--- src/rtl/bexkat_vtiming.sv ---
// Raster timing for the bexkat video generator: pixel strobe, line/frame counters, sync flags.
// Define BEXKAT_VTIMING_FRAMECNT_EN to add the frame_start / frame_cnt outputs.
module bexkat_vtiming (
    input  logic        clk,
    input  logic        reset_n,
    input  logic        pal,
    input  logic        scandouble,
    output logic        ce_pix,
    output logic [8:0]  hcount,
    output logic [8:0]  vcount,
    output logic        HBlank,
    output logic        HSync,
    output logic        VBlank,
    output logic        VSync
`ifdef BEXKAT_VTIMING_FRAMECNT_EN
    ,
    output logic        frame_start,
    output logic [15:0] frame_cnt
`endif
);

    logic [2:0] div_q;
    logic [2:0] div_nxt;
    logic [2:0] div_last;
    logic [9:0] line_q;
    logic [9:0] line_nxt;
    logic [9:0] line_last;
    logic [8:0] h_nxt;
    logic [8:0] v_nxt;
    logic       pal_q;
    logic       pal_nxt;
    logic       sd_q;
    logic       sd_nxt;
    logic       line_end;
    logic       frame_end;
    logic       hb_nxt;
    logic       hs_nxt;
    logic       vb_nxt;
    logic       vs_nxt;

    // Doubled mode halves the divider and doubles the line count,
    // so the frame period is the same in both scan modes.
    always_comb begin
        div_last  = sd_q ? 3'd3 : 3'd7;
        div_nxt   = (div_q == div_last) ? 3'd0 : div_q + 3'd1;
        if (pal_q)
            line_last = sd_q ? 10'd623 : 10'd311;
        else
            line_last = sd_q ? 10'd523 : 10'd261;
        line_end  = (hcount == 9'd383);
        frame_end = line_end && (line_q == line_last);
    end

    always_comb begin
        h_nxt    = hcount;
        line_nxt = line_q;
        pal_nxt  = pal_q;
        sd_nxt   = sd_q;
        if (ce_pix) begin
            h_nxt = line_end ? 9'd0 : hcount + 9'd1;
            if (line_end)
                line_nxt = frame_end ? 10'd0 : line_q + 10'd1;
            if (frame_end) begin
                pal_nxt = pal;
                sd_nxt  = scandouble;
            end
        end
        v_nxt = sd_nxt ? line_nxt[9:1] : line_nxt[8:0];
    end

    always_comb begin
        hb_nxt = (h_nxt >= 9'd320);
        hs_nxt = (h_nxt >= 9'd336) && (h_nxt <= 9'd367);
        vb_nxt = (v_nxt >= 9'd240);
        if (pal_nxt)
            vs_nxt = (v_nxt >= 9'd270) && (v_nxt <= 9'd272);
        else
            vs_nxt = (v_nxt >= 9'd244) && (v_nxt <= 9'd246);
    end

    assign vcount = sd_q ? line_q[9:1] : line_q[8:0];

    always_ff @(posedge clk or negedge reset_n) begin
        if (!reset_n) begin
            div_q  <= 3'd0;
            ce_pix <= 1'b0;
            hcount <= 9'd0;
            line_q <= 10'd0;
            pal_q  <= 1'b0;
            sd_q   <= 1'b0;
            HBlank <= 1'b0;
            HSync  <= 1'b0;
            VBlank <= 1'b0;
            VSync  <= 1'b0;
        end else begin
            div_q  <= div_nxt;
            ce_pix <= (div_q == div_last);
            hcount <= h_nxt;
            line_q <= line_nxt;
            pal_q  <= pal_nxt;
            sd_q   <= sd_nxt;
            if (ce_pix) begin
                HBlank <= hb_nxt;
                HSync  <= hs_nxt;
                VBlank <= vb_nxt;
                VSync  <= vs_nxt;
            end
        end
    end

`ifdef BEXKAT_VTIMING_FRAMECNT_EN
    logic [15:0] fc_nxt;

    assign fc_nxt = (ce_pix && frame_end) ? frame_cnt + 16'd1 : frame_cnt;

    // frame_start is raised on the same edge as the wrapping ce_pix
    always_ff @(posedge clk or negedge reset_n) begin
        if (!reset_n) begin
            frame_start <= 1'b0;
            frame_cnt   <= 16'd0;
        end else begin
            frame_start <= (div_q == div_last) && frame_end;
            frame_cnt   <= fc_nxt;
        end
    end
`endif

endmodule
--- config.mk ---
export PLATFORM = sky130hd
export DESIGN_NAME = bexkat_vtiming
export DESIGN_NICKNAME = d
export VERILOG_FILES = /design/src/rtl/bexkat_vtiming.sv
export SDC_FILE = /design/constraint.sdc
export NUM_CORES = 1
export LEC_CHECK = 0
export CAP_MARGIN = 20
export CORE_MARGIN = 1
export CORE_UTILIZATION = 40
export CTS_CLUSTER_DIAMETER = 100
export CTS_CLUSTER_SIZE = 25
export DETAILED_ROUTE_END_ITERATION = 10
export PLACE_DENSITY = 0.6
export SLEW_MARGIN = 10
export SYNTH_ARGS = -nofsm -noshare
export SYNTH_HDL_FRONTEND = slang
export SYNTH_SLANG_ARGS = --single-unit
--- constraint.sdc ---
create_clock -name clk -period 3.55 [get_ports clk]
set_clock_uncertainty 0.1 [all_clocks]
set_input_delay 0.71 -clock clk [delete_from_list [all_inputs] [get_ports clk]]
set_output_delay 0.71 -clock clk [all_outputs]
set_load 0.02 [all_outputs]
==> impl_summary.md, run 1 <==
Finish
The count of cells in the finished layout, fillers not included, comes to 301. From synthesis to final layout, the design area changed by 17.7%. The share of cells above drive strength 1 is 15.4%. The count of inserted antenna diode cells is 0. The most common cell after layout, fill and taps aside is sky130_fd_sc_hd__dfrtp_1. The number of fill cells in the layout is 463. For this run, the post-layout net count is 240. Leaving out fill and tap cells, the most frequent cells in the layout are sky130_fd_sc_hd__dfrtp_1 (29), sky130_fd_sc_hd__clkdlybuf4s50_1 (26), sky130_fd_sc_hd__nor2_1 (20), sky130_fd_sc_hd__nand2_1 (18).

STA
The total of endpoints with negative setup slack in the final report is 0. For the pin with the worst max-slew slack, the measured transition is 0.677 ns. The setup slack after layout is 0.634 ns. Setup repair after global routing left no endpoint under its margin. The number of hold violations in the final report came to 0. The shortest clock period the worst path allows after layout is 2.92 ns. The worst pin sits at a relative slew slack of 54.5%. The number of pins exceeding their max-slew limit in the final report is 0. The sum of negative setup slack is 0 ns. The portion of the clock cycle consumed by the worst path in the final layout is 82.2%. On the final layout, the worst hold slack is 0.336 ns. The maximum clock rate is 343 MHz.

Clock network
The buffer count from post-CTS setup fixing is 0. In this run, post-CTS repair resized a total of 0 instances. The number of clock buffers added by TritonCTS is 5. The maximum number of buffers from clock root to sink is 2. In this run, post-CTS hold repair placed 0 buffers.

TritonCTS built the clock tree. The later pin in the worst-skew pair is clocked with a latency of 0.29 ns. The TritonCTS sink count is 29. CTS built an H-tree with a depth of 2. Clock-pin slew was measured on the worst setup and hold paths at 0.07 ns. In this run the clock root is driven by a sky130_fd_sc_hd__clkbuf_8.

Routing
In this run the remaining antenna-violating nets after routing total 0. The mean routed wirelength per cell is 16.0 um. The total number of vias is 1674. The remaining routing DRC violations is 0. The detailed-router iteration count before antenna repair is 4. Dividing the detail-routed via count by the number of cells gives 5.56.

In this run, the number of DRC markers left after iteration 0 of detailed routing was 98. For this block, the routed nets add up to 4800 um of wire.

Setup path
The worst-path maximum fanout is 22. At the worst endpoint, the required time is 2.74 ns. The number of buffers and inverters on the critical path is 2.

The arrival time of the worst setup path is 2.11 ns. The kind of critical path is reg2out. The slowest stage of the critical path belongs to the cell sky130_fd_sc_hd__dfrtp_1. The kind of cell with the highest combined delay on the critical path is buffers and inverters. The capturing element type of the critical path is a primary output. Walking the worst path, the cells encountered are inv_1 > o21ai_0 > clkdlybuf4s50_1. The highest cell delay on the worst timing path is 0.75 ns. The worst setup path is launched from a flip-flop.

Synth
For this run, the register share of the synthesized area comes to 36.1%. After synthesis the cells add up to 2010 um2. The post-synthesis async set-or-reset flop share is 100%. The most common flop cell mapped by yosys is sky130_fd_sc_hd__dfrtp_1.

The distinct cell type count of the synthesized netlist is 59. After synthesis the netlist holds a flip-flop and latch count of 29. Counting every instance in the synthesized netlist gives 209. When the netlist entered floorplanning its net count stood at 216. Averaged over all synthesized cells, the footprint is 9.61 um2.

The count of synthesis-stage warnings from yosys is 0. Counting flops with a built-in enable in the synthesized netlist gives 0.

Power
For this design the ratio of total power to cell area is 258 nW/um2. The total leakage power is 0.000979 uW. Registers are responsible for 54.2% of the overall power.

The switching fraction of total power is 23.0%. The largest voltage drop on the vdd net is 201 uV. The internal power of the cells is 469 uW. Per report_power, the combinational group accounts for 1.7% of the total. Summing internal, switching and leakage power gives 609 uW. The power share of the clock group is 44.0%. In this run the power spent charging and discharging nets is 140 uW.

Placement
The placed cell count is 293. Detailed placement finished with a half-perimeter wire length of 3380 um. The post-placement setup slack is 0.866 ns. The global placement routability congestion is 0.873. The number of port buffers is 26.

Floorplanning
The initial utilization of the core area, before any placement, comes to 42.0%. The die is 72.9 um tall. The floorplan core area is 4790 um2.

The number of primary I/O pins is 27. The die outline area is 5310 um2. The number of core rows is 25. The horizontal extent of the die is 72.9 um.

GRT
Global routing finished with a remaining overflow of 0. The via count of the first global-routing pass came to 1569. Entering global routing, the biggest net connects 30 pins. For this run, the total global-route usage over all layers was measured as 20.2%. The global-route wire length before repair is 8070 um. The initial antenna violation count came to 0.

Worst hold path
The tightest min-delay check is of the reg2reg type.

Status
The flow ran to the end, and the final reports show no timing, DRC or antenna violations.

Run
Max-cap violations in this run came to 0.
## cells in the mapped netlist (2+ instances only)
master,instances,area [um2]
sky130_fd_sc_hd__or3_1,4,25.0
sky130_fd_sc_hd__xnor2_1,9,78.8
sky130_fd_sc_hd__mux2_2,7,78.8
sky130_fd_sc_hd__a31oi_1,2,12.5
sky130_fd_sc_hd__a41oi_1,2,17.5
sky130_fd_sc_hd__and2_1,4,25.0
sky130_fd_sc_hd__mux2i_1,2,20.0
sky130_fd_sc_hd__buf_6,5,56.3
sky130_fd_sc_hd__a21oi_1,9,45.0
sky130_fd_sc_hd__nand2b_1,4,25.0
sky130_fd_sc_hd__ha_1,3,37.5
sky130_fd_sc_hd__or2_2,2,12.5
sky130_fd_sc_hd__a211oi_1,4,30.0
sky130_fd_sc_hd__buf_4,3,22.5
sky130_fd_sc_hd__o21ai_0,7,35.0
sky130_fd_sc_hd__nand3_1,5,25.0
sky130_fd_sc_hd__nor2_1,20,75.1
sky130_fd_sc_hd__inv_1,6,22.5
sky130_fd_sc_hd__dfrtp_1,29,726
sky130_fd_sc_hd__o21ai_1,2,10.0
sky130_fd_sc_hd__buf_2,2,10.0
sky130_fd_sc_hd__and4_1,3,26.3
sky130_fd_sc_hd__nor4_1,3,18.8
sky130_fd_sc_hd__nand2_1,18,67.6
sky130_fd_sc_hd__xor2_1,6,52.6
sky130_fd_sc_hd__nor4_2,4,50.1
sky130_fd_sc_hd__nand4_1,9,56.3
sky130_fd_sc_hd__nand3b_1,4,30.0
## path summary, 6_finish.rpt
path	slack, ns	cells after the start	end	start
min reg2reg	0.34	1	div_q[0]$_DFF_PN0_	div_q[0]$_DFF_PN0_
max reg2reg	0.83	7	VSync$_DFFE_PN0P_	sd_q$_DFF_PN0_
min	0.34	1	div_q[0]$_DFF_PN0_	div_q[0]$_DFF_PN0_
max	0.63	3	vcount[8]	sd_q$_DFF_PN0_
max in group asynchronous	2.36	2	hcount[0]$_DFF_PN0_	reset_n
min in group asynchronous	0.71	2	line_q[2]$_DFF_PN0_	reset_n
## per-layer routing
metal | up-vias | share of wire [%] | track usage, %
met1 | 801 | 49 | 28.7
met3 | 8 | 4.3 | 4.01
met4 | 0 | 1.6 | 7.63
met2 | 44 | 46 | 30.4
met5 | - | 0 | 0
li1 | 821 | - | -
## power by group through the flow
stage	clock network [uW]	registers, uW	logic (uW)
after detailed placement	0	337	11.4
after global placement	0	337	11.1
final	268	330	10.6
after CTS	275	330	11.4
after floorplan	0	337	0.0296
after global routing	289	330	12.3
## registers in the layout (all words and copies together) (netlist names)
signal  flops
div_q       3
HSync       1
line_q     10
HBlank      1
VBlank      1
pal_q       1
ce_pix      1
sd_q        1
hcount      9
VSync       1
## area by class of cell
type / count / area, um2 / share of cell area, %
Sequential cell: 29 / 726 / 30.7
Clock inverter: 3 / 17.5 / 0.741
Tap cell: 67 / 83.8 / 3.54
Timing Repair Buffer: 29 / 283 / 12.0
Inverter: 6 / 22.5 / 0.952
Clock buffer: 5 / 68.8 / 2.91
Multi-Input combinational cell: 162 / 1160 / 49.2
## logic make-up after synthesis
group,share of synthesized area [%]
AOI/OAI and AO/OA,15.8
xor gates and xnor gates,6.54
buffers and inverters,5.98
DFF,36.1
muxes,4.92
adders and majority gates,1.87
and+or+nand+nor,28.8
## through the flow
step	utilization, %	instance area (um2)
2_1_floorplan	-	2010
3_3_place_gp	47.6	2280
3_5_place_dp	47.6	2280
4_1_cts	49.4	2360
5_1_grt	49.4	2360
6_report	49.4	2360
(Power assumes the default switching activity.)
==> inputs of run 2 (changes only) <==
==> constraint.sdc (replaced) <==
create_clock -name clk -period 2.8 [get_ports clk]
set_clock_uncertainty 0.1 [all_clocks]
set_input_delay 0.56 -clock clk [delete_from_list [all_inputs] [get_ports clk]]
set_output_delay 0.56 -clock clk [all_outputs]
set_load 0.02 [all_outputs]
==> impl_summary.md, run 2 (synthesis results as in run 1) <==
Clock network
The insertion delay of the later-clocked pin in the worst-skew pair was 0.28 ns (was 0.29 ns). The root cell of the clock tree is sky130_fd_sc_hd__clkbuf_8 (unchanged). The number of clock buffers inserted by TritonCTS is 5 (unchanged). The clock-pin slew on the worst setup and hold paths is 0.06 ns (was 0.07 ns). The maximum level of the CTS H-tree is 2 (unchanged). The TritonCTS clock tree is yes (unchanged).

The TritonCTS sink count is 29 (unchanged). The maximum number of buffers from clock root to sink is 2 (unchanged).

Routing
The via density per instance is 5.45 (was 5.56). The remaining antenna violation count after routing is 0 (unchanged). The sum of routed wire length over all layers is 4960 um (was 4800 um). The remaining routing DRC violations is 0 (unchanged). The detailed-router iteration count before antenna repair is 4 (unchanged). The violation count after the first detailed-routing iteration was 126 (was 98). The mean routed wirelength per cell is 15.9 um (was 16.0 um).

The total number of vias is 1700 (was 1674).

Finish
The share of cells above drive strength 1 came to 19.2% (was 15.4%). The area of all sequential standard cells was 727 um2 (was 726 um2). The number of fill cells in the layout is 463 (unchanged). The most flop-heavy register is line_q (unchanged). The count of inserted antenna diode cells is 0 (unchanged). The flip-flop count of the largest register, all copies and words added is 10 (unchanged). Highest-count cells in the layout ignoring fill and taps: sky130_fd_sc_hd__dfrtp_1 (28), sky130_fd_sc_hd__clkdlybuf4s50_1 (26), sky130_fd_sc_hd__nor2_1 (20), sky130_fd_sc_hd__nand2_1 (18), sky130_fd_sc_hd__buf_4 (15) (was sky130_fd_sc_hd__dfrtp_1 (29), sky130_fd_sc_hd__clkdlybuf4s50_1 (26), sky130_fd_sc_hd__nor2_1 (20), sky130_fd_sc_hd__nand2_1 (18)).

Regs by FF count: line_q x10, hcount x9, div_q x3 (unchanged). The multi-input logic area is 1160 um2 (unchanged). The signed area change from the synthesized netlist to the final layout is 22.2% (was 17.7%). The final net count is 252 (was 240). The most common cell after layout, fill and taps aside is sky130_fd_sc_hd__dfrtp_1 (unchanged).

STA
Setup repair after global routing missed its margin: no (unchanged). The relative max-transition margin is 70.5% (was 54.5%). The maximum clock rate is 388 MHz. The number of hold violations in the final report came to 0 (unchanged). The transition at the pin with the smallest max-transition slack was 0.439 ns (was 0.677 ns).

After layout, the minimum clock period comes to 2.57 ns. The sum of negative setup slack is 0 ns (unchanged). The portion of the clock cycle consumed by the worst path in the final layout is 91.9%.

The total of endpoints with negative setup slack in the final report is 0 (unchanged). The number of pins exceeding their max-slew limit in the final report is 0 (unchanged).

GRT
The via count of the first global-routing pass is 1612 (was 1569). The initial antenna violation count is 0 (unchanged). The global-route wire length before repair is 8250 um (was 8070 um). The total overflow reported by the global router was 0 (unchanged).

The pin count of the biggest net entering global routing came to 30 (unchanged). The overall routing resource usage was 20.9% (was 20.2%).

Power
The largest voltage drop on the vdd net is 278 uV (was 201 uV). The overall power after layout came to 786 uW (was 609 uW). The total leakage power is 0.00104 uW (was 0.000979 uW).

The power per standard cell area is 320 nW/um2 (was 258 nW/um2).

Placement
The detailed placer's ending HPWL is 3710 um (was 3380 um). The number of port buffers is 26 (unchanged). The global placement routability congestion was 0.855 (was 0.873).

Worst hold path
The worst hold path class was reg2reg (unchanged). The launch instance of the worst min-delay path was div_q[0]$_DFF_PN0_ (unchanged).

Floorplanning
The initial core utilization is 42.0% (unchanged). The horizontal extent of the die is 72.9 um (unchanged). The number of primary I/O pins was 27 (unchanged). The die outline area came to 5310 um2 (unchanged).

The vertical die dimension was 72.9 um (unchanged). The floorplan core area is 4790 um2 (unchanged). The number of core rows is 25 (unchanged).

Status
Run status: complete, no violations (unchanged).

Setup path
The arrival time of the worst setup path was 1.91 ns (was 2.11 ns). The data required time at the worst endpoint is 2.14 ns (was 2.74 ns). The path depth of the worst reg2reg path is 8 (was 7).

The critical register-to-register path endpoint is VSync$_DFFE_PN0P_ (unchanged). The worst reg-to-reg setup slack is 0.26 ns (was 0.83 ns). The worst setup path startpoint was sd_q$_DFF_PN0_ (unchanged). The worst-path maximum fanout came to 17 (was 22). The sort of element at the start of the critical path is a flip-flop (unchanged). The capturing element type of the critical path is a primary output (unchanged). The beginning of the worst register-to-register path is hcount[0]$_DFF_PN0_ (was sd_q$_DFF_PN0_). The critical path capture point is vcount[4] (was vcount[8]). The kind of critical path is reg2out (unchanged).

Run
The number of violations of the max-capacitance limit came to 0 (unchanged).
-- run 2: area by class of cell --
class / count / area share [%]
multi-input cells: 162 / 47.4
repair buffers: 41 / 15.2
clock buffers: 7 / 3.52
inverters: 6 / 0.917
flip-flops and latches: 29 / 29.6
well taps: 67 / 3.41
-- run 2: worst max-delay path: stages (launching register included) --
cell	delay, ns
sky130_fd_sc_hd__dfrtp_2	0.55
sky130_fd_sc_hd__buf_4	0.21
sky130_fd_sc_hd__mux2_2	0.33
sky130_fd_sc_hd__clkdlybuf4s50_1	0.54
-- run 2: repair_timing --
item / in CTS / in global routing
endpoints found under the setup margin: 0 / 5
gates resized for setup: 0 / 1
hold buffers: 0 / 0
setup buffers: 0 / 0
-- run 2: layer usage --
layer	vias up	part of all wire, %	GRT usage (%)
li1	835	-	-
met1	815	49	30.9
met2	39	45	30.3
met3	11	4.0	3.87
met4	0	2.1	7.63
met5	-	0	0
-- run 2: power by group --
part	switching, uW	internal (uW)	total (uW)
Combinational	8.71	4.57	13.3
Clock	159	195	354
Sequential	0	419	419
-- run 2: worst min-delay path by stage --
stage                         end  slack, ns  cells after the start
2_1_floorplan  HBlank$_DFFE_PN0P_       0.16                      0
3_3_place_gp   div_q[0]$_DFF_PN0_       0.32                      1
3_5_place_dp   div_q[0]$_DFF_PN0_       0.33                      1
4_1_cts        div_q[0]$_DFF_PN0_       0.34                      1
5_1_grt        div_q[0]$_DFF_PN0_       0.36                      1
6_report       div_q[0]$_DFF_PN0_       0.34                      1
-- run 2: through the flow --
| stage | worst slack [ns] | cells | instance area (um2) | hold slack, ns | utilization (%) |
|---|---|---|---|---|---|
| after floorplan | 0.388 | 209 | 2010 | 0.164 | - |
| after global placement | 0.249 | 305 | 2370 | 0.324 | 49.5 |
| after detailed placement | 0.218 | 305 | 2370 | 0.334 | 49.5 |
| after CTS | 0.0256 | 312 | 2450 | 0.342 | 51.3 |
| after global routing | 0.0403 | 312 | 2460 | 0.363 | 51.3 |
| final | 0.226 | 312 | 2460 | 0.338 | 51.3 |
